### src/rtl/l2_train_param_if.sv
// Signal bundle between the L2 trainer, the label/event front end and the L2 neuron array.
interface l2_train_param_if #(
  parameter int P_WIDTH = 8,
  parameter int P_NIN   = 6,
  parameter int P_NOUT  = 3
);
  localparam int TH = 2*P_WIDTH + 4;

  // No valid/ready handshake here: inputs are levels sampled every cycle,
  // o_las/o_done are single-cycle pulses, everything else is a plain level.
  logic [P_NOUT-1:0]               i_label;
  logic [P_NOUT-1:0]               i_spike;
  logic [P_NIN*P_WIDTH-1:0]        i_ts;
  logic [P_NOUT*TH-1:0]            i_lv;
  logic                            i_endof_epochs;
  logic [P_NOUT*P_NIN*P_WIDTH-1:0] o_weights;
  logic [P_NOUT*TH-1:0]            o_thresholds;
  logic                            o_las;
  logic                            o_gas;
  logic                            o_done;
  logic [1:0]                      o_state;

  modport master (
    output i_label, i_spike, i_ts, i_lv, i_endof_epochs,
    input  o_weights, o_thresholds, o_las, o_gas, o_done, o_state
  );

  modport slave (
    input  i_label, i_spike, i_ts, i_lv, i_endof_epochs,
    output o_weights, o_thresholds, o_las, o_gas, o_done, o_state
  );
endinterface

### src/rtl/l2_train_param.sv
// Supervised trainer for the ODESA L2 layer: label-opened window, then serial weight/threshold update.
// Optional macro L2T_UNSUP_INC_EN: threshold bump on spikes seen while idle.
module l2_train_param #(
  parameter int P_WIDTH       = 8,
  parameter int P_NIN         = 6,
  parameter int P_NOUT        = 3,
  parameter int P_PASS_CYC    = 6,
  parameter int P_STEP        = 2,
  parameter int P_INC_DELTA   = 'h3f,
  parameter int P_DEFAULT_W   = 'h7f,
  parameter int P_DEFAULT_THR = 'h06000
) (
  input logic             i_clk,
  input logic             i_rst,
  l2_train_param_if.slave bus
);
  localparam int W  = P_WIDTH;
  localparam int TH = 2*W + 4;
  localparam int KW = (P_NOUT > 1) ? $clog2(P_NOUT) : 1;
  localparam int CW = (P_PASS_CYC > 1) ? $clog2(P_PASS_CYC) : 1;

  localparam logic [1:0] S_IDLE   = 2'd0;
  localparam logic [1:0] S_WINDOW = 2'd1;
  localparam logic [1:0] S_UPDATE = 2'd2;
  localparam logic [1:0] S_DONE   = 2'd3;

  localparam logic [W-1:0]      STEP     = W'(P_STEP);
  localparam logic [W-1:0]      STEP_LIM = {W{1'b1}} - STEP;
  localparam logic [W-1:0]      DEF_W    = W'(P_DEFAULT_W);
  localparam logic [TH-1:0]     DEF_THR  = TH'(P_DEFAULT_THR);
  localparam logic [TH-1:0]     INC2     = TH'(2*P_INC_DELTA);
  localparam logic [CW-1:0]     CNT_LAST = CW'(P_PASS_CYC - 1);
  localparam logic [KW-1:0]     K_LAST   = KW'(P_NOUT - 1);
  localparam logic [P_NOUT-1:0] ONE_N    = P_NOUT'(1);

  function automatic logic [TH-1:0] sat_add(input logic [TH-1:0] a, input logic [TH-1:0] b);
    logic [TH:0] s;
    s = {1'b0, a} + {1'b0, b};
    return s[TH] ? {TH{1'b1}} : s[TH-1:0];
  endfunction

  logic [1:0]        state_q, state_d;
  logic [P_NOUT-1:0] lab_q, lab_d;
  logic [P_NOUT-1:0] win_q, win_d;
  logic [CW-1:0]     cnt_q, cnt_d;
  logic [KW-1:0]     k_q, k_d;
  logic [P_NOUT-1:0] spike_q, label_q;
  logic              endof_q;
  logic              las_q, gas_q, done_q;
  logic [W-1:0]      snap_q [P_NIN];
  logic [W-1:0]      w_q    [P_NOUT][P_NIN];
  logic [TH-1:0]     thr_q  [P_NOUT];

  logic [W-1:0]      ts_in [P_NIN];
  logic [TH-1:0]     lv_in [P_NOUT];
  logic [W-1:0]      w_row_d [P_NIN];
  logic [TH-1:0]     thr_upd, thr_cur, thr_delta;
  logic              win_k, lab_k;

  logic [P_NOUT-1:0] spike_rise, spike_first;
  logic              label_rise, label_onehot, label_acc, endof_rise;

  for (genvar j = 0; j < P_NIN; j++) begin : g_ts
    assign ts_in[j] = bus.i_ts[j*W +: W];
  end

  for (genvar k = 0; k < P_NOUT; k++) begin : g_out
    assign lv_in[k]                    = bus.i_lv[k*TH +: TH];
    assign bus.o_thresholds[k*TH +: TH] = thr_q[k];
    for (genvar j = 0; j < P_NIN; j++) begin : g_w
      assign bus.o_weights[(k*P_NIN+j)*W +: W] = w_q[k][j];
    end
  end

  assign spike_rise   = bus.i_spike & ~spike_q;
  // Lowest-index rising spike wins when several rise together.
  assign spike_first  = spike_rise & (~spike_rise + ONE_N);
  assign label_rise   = (|bus.i_label) & ~(|label_q);
  assign label_onehot = ((bus.i_label & (bus.i_label - ONE_N)) == '0);
  assign label_acc    = label_rise & label_onehot & ~bus.i_endof_epochs;
  assign endof_rise   = bus.i_endof_epochs & ~endof_q;

  always_comb begin
    state_d = state_q;
    lab_d   = lab_q;
    win_d   = win_q;
    cnt_d   = cnt_q;
    k_d     = k_q;
    case (state_q)
      S_IDLE: begin
        if (label_acc) begin
          state_d = S_WINDOW;
          lab_d   = bus.i_label;
          win_d   = spike_first;
          cnt_d   = '0;
          k_d     = '0;
        end
      end
      S_WINDOW: begin
        if (endof_rise) begin
          state_d = S_IDLE;
        end else begin
          if (win_q == '0) win_d = spike_first;
          if (cnt_q == CNT_LAST) begin
            state_d = S_UPDATE;
            k_d     = '0;
          end else begin
            cnt_d = cnt_q + CW'(1);
          end
        end
      end
      S_UPDATE: begin
        if (k_q == K_LAST) state_d = S_DONE;
        else               k_d     = k_q + KW'(1);
      end
      default: state_d = S_IDLE;
    endcase
  end

  always_ff @(posedge i_clk) begin
    if (i_rst) begin
      state_q <= S_IDLE;
      lab_q   <= '0;
      win_q   <= '0;
      cnt_q   <= '0;
      k_q     <= '0;
      spike_q <= '0;
      label_q <= '0;
      endof_q <= 1'b0;
      las_q   <= 1'b0;
      gas_q   <= 1'b0;
      done_q  <= 1'b0;
    end else begin
      state_q <= state_d;
      lab_q   <= lab_d;
      win_q   <= win_d;
      cnt_q   <= cnt_d;
      k_q     <= k_d;
      spike_q <= bus.i_spike;
      label_q <= bus.i_label;
      endof_q <= bus.i_endof_epochs;
      las_q   <= |spike_rise;
      gas_q   <= (state_d == S_WINDOW) || (state_d == S_UPDATE);
      done_q  <= (state_d == S_DONE);
    end
  end

  // The snapshot is frozen only once a window has its winner.
  always_ff @(posedge i_clk) begin
    if (i_rst) begin
      for (int j = 0; j < P_NIN; j++) snap_q[j] <= '0;
    end else if ((|spike_rise) && !((state_q == S_WINDOW) && (win_q != '0))) begin
      for (int j = 0; j < P_NIN; j++) snap_q[j] <= ts_in[j];
    end
  end

  always_comb begin
    win_k     = win_q[k_q];
    lab_k     = lab_q[k_q];
    thr_cur   = thr_q[k_q];
    thr_upd   = thr_cur;
    thr_delta = TH'(1);
    if      (thr_cur > TH'('hffff)) thr_delta = TH'('h3ff);
    else if (thr_cur > TH'('hfff))  thr_delta = TH'('hff);
    else if (thr_cur > TH'('hff))   thr_delta = TH'('hf);
    for (int j = 0; j < P_NIN; j++) begin
      w_row_d[j] = w_q[k_q][j];
      if (win_k && lab_k) begin
        if ((w_q[k_q][j] < snap_q[j]) && (w_q[k_q][j] <= STEP_LIM))
          w_row_d[j] = w_q[k_q][j] + STEP;
        else if ((w_q[k_q][j] > snap_q[j]) && (w_q[k_q][j] > STEP))
          w_row_d[j] = w_q[k_q][j] - STEP;
      end else if (win_k) begin
        if ((w_q[k_q][j] < snap_q[j]) && (w_q[k_q][j] > STEP))
          w_row_d[j] = w_q[k_q][j] - STEP;
        else if ((w_q[k_q][j] >= snap_q[j]) && (w_q[k_q][j] <= STEP_LIM))
          w_row_d[j] = w_q[k_q][j] + STEP;
      end
    end
    if (win_k && lab_k) begin
      thr_upd = sat_add(thr_cur, INC2);
    end else if (lab_k) begin
      // A missed label decays the threshold; at the floor it reloads from the live level.
      thr_upd = (thr_cur > thr_delta) ? (thr_cur - thr_delta) : lv_in[k_q];
    end
  end

  always_ff @(posedge i_clk) begin
    if (i_rst) begin
      for (int k = 0; k < P_NOUT; k++) begin
        thr_q[k] <= DEF_THR;
        for (int j = 0; j < P_NIN; j++) w_q[k][j] <= DEF_W;
      end
    end else if (state_q == S_UPDATE) begin
      for (int j = 0; j < P_NIN; j++) w_q[k_q][j] <= w_row_d[j];
      thr_q[k_q] <= thr_upd;
    end
`ifdef L2T_UNSUP_INC_EN
    else if ((state_q == S_IDLE) && !label_acc && !bus.i_endof_epochs) begin
      for (int k = 0; k < P_NOUT; k++)
        if (spike_rise[k]) thr_q[k] <= sat_add(thr_q[k], TH'(P_INC_DELTA));
    end
`endif
  end

  assign bus.o_las   = las_q;
  assign bus.o_gas   = gas_q;
  assign bus.o_done  = done_q;
  assign bus.o_state = state_q;
endmodule

### src/flat_wrapper.sv
// flat-port wrapper written by rule: the top's interface ports become plain ports
module l2_train_param_flat 
#(
  parameter int P_WIDTH       = 8,
  parameter int P_NIN         = 6,
  parameter int P_NOUT        = 3,
  parameter int P_PASS_CYC    = 6,
  parameter int P_STEP        = 2,
  parameter int P_INC_DELTA   = 'h3f,
  parameter int P_DEFAULT_W   = 'h7f,
  parameter int P_DEFAULT_THR = 'h06000
)
  (i_clk, i_rst, bus_i_label, bus_i_spike, bus_i_ts, bus_i_lv, bus_i_endof_epochs, bus_o_weights, bus_o_thresholds, bus_o_las, bus_o_gas, bus_o_done, bus_o_state);
  l2_train_param_if #(.P_WIDTH(P_WIDTH), .P_NIN(P_NIN), .P_NOUT(P_NOUT)) bus_i ();
  input logic i_clk;
  input logic i_rst;
  input wire logic [$bits(bus_i.i_label)-1:0] bus_i_label;
  input wire logic [$bits(bus_i.i_spike)-1:0] bus_i_spike;
  input wire logic [$bits(bus_i.i_ts)-1:0] bus_i_ts;
  input wire logic [$bits(bus_i.i_lv)-1:0] bus_i_lv;
  input wire logic [$bits(bus_i.i_endof_epochs)-1:0] bus_i_endof_epochs;
  output wire logic [$bits(bus_i.o_weights)-1:0] bus_o_weights;
  output wire logic [$bits(bus_i.o_thresholds)-1:0] bus_o_thresholds;
  output wire logic [$bits(bus_i.o_las)-1:0] bus_o_las;
  output wire logic [$bits(bus_i.o_gas)-1:0] bus_o_gas;
  output wire logic [$bits(bus_i.o_done)-1:0] bus_o_done;
  output wire logic [$bits(bus_i.o_state)-1:0] bus_o_state;
  assign bus_i.i_label = bus_i_label;
  assign bus_i.i_spike = bus_i_spike;
  assign bus_i.i_ts = bus_i_ts;
  assign bus_i.i_lv = bus_i_lv;
  assign bus_i.i_endof_epochs = bus_i_endof_epochs;
  assign bus_o_weights = bus_i.o_weights;
  assign bus_o_thresholds = bus_i.o_thresholds;
  assign bus_o_las = bus_i.o_las;
  assign bus_o_gas = bus_i.o_gas;
  assign bus_o_done = bus_i.o_done;
  assign bus_o_state = bus_i.o_state;
  l2_train_param #(.P_WIDTH(P_WIDTH), .P_NIN(P_NIN), .P_NOUT(P_NOUT), .P_PASS_CYC(P_PASS_CYC), .P_STEP(P_STEP), .P_INC_DELTA(P_INC_DELTA), .P_DEFAULT_W(P_DEFAULT_W), .P_DEFAULT_THR(P_DEFAULT_THR)) u_core (.i_clk(i_clk), .i_rst(i_rst), .bus(bus_i));
endmodule
### config.mk
export PLATFORM = sky130hd
export DESIGN_NAME = l2_train_param_flat
export DESIGN_NICKNAME = d
export VERILOG_FILES = /design/src/rtl/l2_train_param_if.sv /design/src/rtl/l2_train_param.sv /design/src/flat_wrapper.sv
export SDC_FILE = /design/constraint.sdc
export NUM_CORES = 1
export LEC_CHECK = 0
export ABC_AREA = 1
export CORE_ASPECT_RATIO = 1.4
export CORE_UTILIZATION = 38
export CTS_BUF_LIST = sky130_fd_sc_hd__clkbuf_4 sky130_fd_sc_hd__clkbuf_8
export CTS_CLUSTER_SIZE = 14
export DETAILED_ROUTE_END_ITERATION = 7
export GPL_ROUTABILITY_DRIVEN = 0
export SLEW_MARGIN = 20
export SYNTH_ARGS = -nofsm -noshare
export SYNTH_HDL_FRONTEND = slang
export SYNTH_SLANG_ARGS = --single-unit
### constraint.sdc
create_clock -name i_clk -period 6.7 [get_ports i_clk]
set_clock_uncertainty 0.1 [all_clocks]
set_input_delay 1.005 -clock i_clk [delete_from_list [all_inputs] [get_ports i_clk]]
set_output_delay 1.005 -clock i_clk [all_outputs]
set_load 0.01 [all_outputs]
======== After elaboration in Yosys (flattened, before gate mapping) ========
Memory sizes are Yosys's and may differ from the RTL's. A register that Yosys moved wholly into a read port is not among the register bits.
Cells that the tools add are included.
W data, S select, Z words.
storage, ports and cells
  register bits after elaboration ......... 23
  RAM bits ................................ 252
  memories kept ........................... 3
memory list
  memory         words  bits a word  rd ports  clocked after memory_dff  write ports  line                  RTL
  u_core.w_q     3      48           4         1                         3            l2_train_param.sv:51  logic [W-1:0] w_q [P_NOUT][P_NIN];
  u_core.thr_q   3      20           4         1                         3            l2_train_param.sv:52  logic [TH-1:0] thr_q [P_NOUT];
  u_core.snap_q  6      8            6         0                         6            l2_train_param.sv:50  logic [W-1:0] snap_q [P_NIN];
operators by class
  $add $sub $neg .......................... 18
  magnitude comparators ................... 36
  equality and inequality tests ........... 13
  mux-type cells .......................... 92
  bitwise operators ....................... 19
  reduce and logical (&&, ||, !) cells .... 44
operator list
  operator                 count
  $mux W8                  42
  $mux W20                 9
  $add A8 B2 Y8 const B    6
  $ge A8 B8 Y1             6
  $gt A8 B2 Y1 const B     6
  $gt A8 B8 Y1             6
  $le A8 B8 Y1 const B     6
  $lt A8 B8 Y1             6
  $mux W48                 1
  $reduce_or A48 Y1        1
  $sub A8 B2 Y8 const B    6
  $bmux W20 S2             1
  $mux W2                  14
  $logic_and A1 B1 Y1      27
  $add A20 B7 Y21 const B  1
  $gt A20 B12 Y1 const B   1
  $gt A20 B16 Y1 const B   1
  $gt A20 B20 Y1           1
  $gt A20 B8 Y1 const B    1
  $reduce_or A20 Y1        1
  $sub A20 B20 Y20         1
  $mux W3                  6
  $mux W1                  12
  $pmux W2 S3              2
  29 further kinds         58

======== Depth between registers and ports, before layout ========
Gate-level depths: netlist (run 1).
  depth in word-level cells ............... 9
  gate-level depth with buffers ........... 28
  depth with buffers taken out ............ 26

======== Least setup slack after synthesis (run 1) ========
OpenSTA, ideal clock, no wires.
  path type ............................... reg2reg
  start point ............................. reg u_core.k_q[1]
  end point ............................... mem u_core.w_q[2][0] in the netlist's numbering (enable)
  setup time .............................. 0.493 ns
  arrival time ............................ 3.586 ns
  setup slack ............................. 2.522 ns
  cell stages (with the launch flop) ...... 5
  path buffers ............................ 0
  period minus slack after synthesis ...... 4.178 ns
  cells stage by stage .................... dfxtp_1 -> inv_2 -> nor2_1 -> inv_2 -> o21ai_0
RTL lines
  element                 line                   RTL
  from (decl)             l2_train_param.sv:46   logic [KW-1:0] k_q, k_d;
  from (signal assigned)  l2_train_param.sv:138  k_q <= k_d;
  to (decl)               l2_train_param.sv:51

==> summary.txt, run 1 <==
Run status
  • Status: finished, final reports clean

Routing
  • Wire per inst: 20.15 µm
  • DRT Pass-1 Iters: 8
  • Vias: 22000
  • DRC viols: 0
  • Iter 0 DRT Violations: 1735
  • Routed Antenna Nets: 0
  • Vias/cell: 5.354
  • Final wirelength: 82780 µm

Finish
  • Area Overhead vs Synth: 22.13%
  • NumNets Final: 3513
  • Fraction of layout cells with a size suffix above 1: 7.472%
  • Util after Layout: 47.16%
  • Most frequent cells in the layout: 1031 x nand2_1, 353 x nand3_1, 325 x clkdlybuf4s50_1, 320 x edfxtp_1, 297 x inv_1
  • Most common cell after layout, fill and taps aside: nand2_1

Clocking
  • Post-CTS sizing: 0
  • Post-CTS Setup Inserts: 0
  • Clk_lat worst skew: 0.67 ns
  • CTS tree: built
  • CTS max path bufs: 3
  • Clk sink count: 345
  • Clock Pin Slew Worst Setup and Hold Paths: 0.07 ns
  • CTS buffer count: 55
  • CTS root buffer: clkbuf_8
  • Number of H-tree levels: 2
  • Hold_buf cts: 0

Critical path
  • Internal reg-to-reg setup slack: 1.76 ns
  • CP Max Fanout: 75
  • Critical path arrival: 5.27 ns
  • Critical Path End Type: register
  • Crit start category: register
  • Crit path kind: register to register
  • CP required: 7.03 ns

GRT
  • GRT Util Overall: 26.79%
  • Number of global-route vias before repair: 21617
  • Largest net degree at the start of global routing: 138
  • Initial antenna violation count: 1
  • Grt total ovfl: 0
  • First-pass GRT wire length: 124300 µm

Timing
  • F_max: 0.2024 GHz
  • Worst Tran Pin Value: 0.9391 ns
  • Final hold vios: 0
  • RSZ-0062 raised after global routing: false
  • Worst slew margin: 36.73%
  • Crit share post-route: 73.75%
  • Fin Setup TNS: 0 ns
  • Final Max Tran Viols: 0
  • Final setup viols: 0
  • Final Critical Period: 4.941 ns

Run
  • Max-cap violations: 0

Floorplanning
  • CORE AREA: 0.05873 mm²
  • Die Width: 208.5 µm
  • Core Rows: 105
  • Die ar.: 0.06067 mm²
  • Initial core utilization: 38.61%
  • I/O pins: 326
  • Chip height: 291.0 µm

Place
  • DP Wirelength: 59560 µm
  • # port buffers: 325

Hold path
  • Worst Hold Class: register to register

Logic synthesis
  • Cells after Synth: 3004
  • Post-Syn Area: 0.02268 mm²
  • Yosys reg bits: 345
  • Syn_area_per_cell: 7.548 µm²
  • Post-synth EDFFs: 320
  • Main flop type after synthesis: edfxtp_1
  • Post-synth ARST share: 0%
  • Cell taking the most area after synthesis: edfxtp_1
  • Top cell type's share of synthesized area: 42.38%
  • Post-synth net total: 3200
  • Register area share after synthesis: 44.58%
  • Syn. warnings: 0
  • Ranking of synthesized cells by area: edfxtp_1 42%, nand2_1 17%, nand3_1 7.8%
  • Synth cell types: 44

Pwr
  • Leakage: 12.02 nW
  • Max VDD drop: 0.0001265 V
  • Pwr dens: 229.2 mW/mm²
==> critical path, stage by stage, from the launching register on <==
cell     delay (ns)
dfxtp_4        0.36
inv_4          0.64
nand2_1        0.18
nand3_1        0.12
nand2_1        0.21
nand2_1        0.16
inv_1          0.08
nand2_1        0.10
nor2_2         0.09
nand2_1        0.13
inv_1          0.10
ha_1           0.34
nand2_1        0.10
nand2_1        0.07
nand2_1        0.06
nand2_1        0.05
nand2_1        0.06
nand3_1        0.20
nor2_1         0.23
nand2_1        0.09
nand2_2        0.35
buf_4          0.29
a21oi_1        0.09
o21ai_1        0.17
nand3_2        0.13
nand2_1        0.10
inv_1          0.05
==> registers in the layout (all words and copies together) (netlist names), 3 cells and up, named ones only <==
name,count
u_core.cnt_q,3
u_core.win_q,3
u_core.label_q,3
u_core.spike_q,3
u_core.snap_q,48
u_core.thr_q,80
u_core.w_q,192
u_core.lab_q,3
==> routing by layer <==
layer	routed length [µm]	part of all wire [%]	global-route usage, %	up-vias
li1	-	-	-	10473
met1	29150	35	27.56	10343
met2	43610	53	50.84	945
met3	4776	5.8	3.776	239
met4	5245	6.3	16.06	0
met5	0	0	0	-
==> logic make-up after synthesis <==
group,Yosys count,synth area share (%)
flops,345,44.58
buf+inv,432,8.244
fa+ha+maj,79,4.392
simple gates,1792,33.34
compound gates,299,7.239
xor+xnor,57,2.202
==> cells in the mapped netlist (all sizes together) (25+ instances only) <==
cell and number:
a21oi 151, buf 72, clkbuf 30, dfxtp 25, edfxtp 320, ha 78
inv 327, nand2 1090, nand3 359, nand4 32, nor2 290, o21ai 108
xor2 49
==> area by class of cell <==
class	instances	area, µm²
clock inverters	28	251.5
well taps	749	937.1
inverters	330	1244
flip-flops and latches	345	10120
fillers	5742	31030
multi-input cells	2227	10740
clock buffers	71	889.6
repair buffers	358	3513
diodes	1	2.502
==> worst paths after layout <==
path,cells past startpoint,start,to
setup reg to reg,26,register,u_core.thr_q[0][10]
hold reg to reg,2,u_core.lab_q[1],u_core.lab_q[1]
hold / removal,2,u_core.lab_q[1],u_core.lab_q[1]
setup / recovery,26,register,u_core.thr_q[0][10]
==> where the power goes <==
| group | switching, mW | leakage, nW | internal [mW] |
|---|---|---|---|
| sequential | 0.0349 | 2.99 | 2.41 |
| combinational | 1.36 | 8.43 | 0.612 |
| clock | 0.869 | 0.603 | 1.06 |
==> metrics by stage <==
step           total power [mW]  setup WS (ns)  hold slack (ns)  instances  cell area [µm²]
3_5_place_dp              4.430          1.814           0.3595       4009            26550
3_3_place_gp              4.399          1.924           0.3398       4009            26550
4_1_cts                   6.356          1.800           0.3677       4108            27690
5_1_grt                   6.686          1.481           0.3904       4109            27690
6_report                  6.347          1.759           0.3573       4109            27690
2_1_floorplan             3.858          2.522           0.3240       3004            22680
(Power assumes the default switching activity.)
==> run 2: changes to the inputs <==
- clock period: 6.7 -> 4.25 ns (I/O delays scaled with it)
==> run 2 against run 1 <==
Register-to-register slack lost 1.5 ns. Maximum frequency increased by 23%. Critical path type unchanged. Hold slack improved by 0.00057 ns. Non-clock buffer count rose by 32. Cell count grew 0.90%.
==> summary.txt, run 2 (same netlist as run 1, synthesis figures left out) <==
Timing
  • Worst Tran Pin Value: 0.9004 ns
  • F_max: 0.2487 GHz
  • Final hold vios: 0
  • Final Critical Period: 4.022 ns
  • Worst slew margin: 39.34%
  • Final Max Tran Viols: 0
  • Fin Setup TNS: 0 ns
  • Crit share post-route: 94.63%
  • RSZ-0062 raised after global routing: false
  • Final setup viols: 0

Finish
  • Biggest register: u_core.w_q
  • Max FFs per register: 192
  • Area Overhead vs Synth: 23.78%
  • Most frequent cells in the layout: 1031 x nand2_1, 353 x nand3_1, 325 x clkdlybuf4s50_1, 320 x edfxtp_1, 297 x inv_1
  • Top flop regs: u_core.w_q (192), u_core.thr_q (80), u_core.snap_q (48)
  • NumNets Final: 3547
  • Fraction of layout cells with a size suffix above 1: 8.510%
  • Finished Layout Cells: 4146
  • Most common cell after layout, fill and taps aside: nand2_1

Hold path
  • Hold_sp: u_core.lab_q[2]
  • Hold Crit Depth: 2
  • Worst Hold Class: register to register
  • Worst Hold End: u_core.lab_q[2]

Floorplanning
  • Core Rows: 105
  • CORE AREA: 0.05873 mm²
  • Chip height: 291.0 µm
  • Initial core utilization: 38.61%
  • Die Width: 208.5 µm
  • Die ar.: 0.06067 mm²
  • I/O pins: 326

Clocking
  • CTS root buffer: clkbuf_8
  • Clk_lat worst skew: 0.66 ns
  • Number of H-tree levels: 2
  • CTS buffer count: 56
  • CTS tree: built
  • Clock Pin Slew Worst Setup and Hold Paths: 0.07 ns
  • CTS max path bufs: 3
  • Hold_buf cts: 0
  • Clk sink count: 345

GRT
  • First-pass GRT wire length: 126200 µm
  • Number of global-route vias before repair: 22002
  • Largest net degree at the start of global routing: 97
  • GRT Util Overall: 27.01%
  • Initial antenna violation count: 1
  • Grt total ovfl: 0

Routing
  • DRC viols: 0
  • Final wirelength: 83960 µm
  • Routed Antenna Nets: 0
  • Iter 0 DRT Violations: 1978
  • Met3 Routed Length: 5827 µm
  • Vias/cell: 5.374
  • DRT Pass-1 Iters: 6
  • Top Layer Used: met4
  • DR WL met2: 42440 µm
  • WL met1: 29760 µm
  • Wire per inst: 20.25 µm
  • Vias: 22281

Critical path
  • Internal reg-to-reg setup slack: 0.23 ns
  • Register-to-Register Path Depth: 21
  • Critical Path End Type: register
  • CP Max Fanout: 17
  • Crit start category: register
  • CP required: 4.55 ns
  • Critical path arrival: 4.32 ns
  • Crit path kind: register to register
  • FF-to-FF End: u_core.thr_q[0][0]

Place
  • DP Wirelength: 59590 µm
  • # port buffers: 325
  • Placed Cells: 4033

Run status
  • Status: finished, final reports clean

Pwr
  • Pwr dens: 357.3 mW/mm²
  • Leakage: 12.22 nW
  • Max VDD drop: 0.0002237 V

Run
  • Max-cap violations: 0
## run 2: cell count changes in the layout (fill, tap and decap cells not counted), sizes merged
cell      previous run  this run
clkinvlp             0         3
nand2             1090      1091
buf                 33        64
inv                326       325
clkinv              27        29
bufinv               5         3
clkbuf              71        74
## run 2: worst max-delay path, cell delays in order (launching register included)
cell,delay (ns)
dfxtp_4,0.46
buf_12,0.14
buf_12,0.12
buf_4,0.23
nand2_1,0.10
nand3_1,0.11
nand2_2,0.07
nand2_1,0.09
nor3_1,0.06
nand2_1,0.12
inv_1,0.08
ha_1,0.36
nand2_1,0.14
nor3_1,0.33
nand4_1,0.31
nand2_4,0.25
buf_4,0.14
nand2_1,0.11
o211ai_1,0.12
nand2_1,0.17
inv_2,0.10
nor2_1,0.04
## run 2: stage by stage
step	setup slack, ns	area [µm²]	total power, mW	hold WS, ns	utilization [%]
final	0.2283	28070	10.03	0.3579	47.79
after global routing	0.02848	28070	10.58	0.3877	47.79
after CTS	0.1333	27940	10.03	0.3580	47.57
after detailed placement	0.1795	26820	7.054	0.3489	45.67
after global placement	0.2072	26820	7.011	0.3379	45.67
after floorplan	0.07156	22680	6.082	0.3240	-
## run 2: final cells by class
type / instances / area (µm²)
Clock inverter: 30 / 215.2
Timing Repair Buffer: 390 / 3886
Sequential cell: 345 / 10120
Clock buffer: 73 / 904.6
Tap cell: 749 / 937.1
Multi-Input combinational cell: 2228 / 10760
Fill cell: 5751 / 30660
Inverter: 330 / 1246
Antenna cell: 1 / 2.502
## run 2: worst max path at each step
stage / from / endpoint / slack (ns) / cells after the start
after floorplan: u_core.k_q[1] / u_core.w_q[2][0] / 0.07 / 4
after global placement: register / u_core.thr_q[1][5] / 0.21 / 25
after detailed placement: register / u_core.thr_q[1][5] / 0.18 / 25
after CTS: register / u_core.thr_q[1][5] / 0.13 / 25
after global routing: register / u_core.thr_q[0][16] / 0.03 / 25
final: register / u_core.thr_q[0][0] / 0.23 / 21
## run 2: timing repair
action | 4_1_cts | 5_1_grt
gates resized for setup | 0 | 7
setup buffers | 0 | 7
endpoints found under the setup margin | 0 | 121
## run 2: layer usage
metal	vias to the layer above	global-route usage (%)
met5	-	0
met4	0	17.76
met3	278	4.337
met2	1072	48.64
met1	10387	29.07
li1	10544	-
## run 2: report_power, final
| group | internal (mW) | total [mW] | switching (mW) |
|---|---|---|---|
| Sequential | 3.80 | 3.85 | 0.0497 |
| Clock | 1.57 | 2.97 | 1.39 |
| Combinational | 1.02 | 3.22 | 2.20 |
| Total | 6.39 | 10.0 | 3.64 |
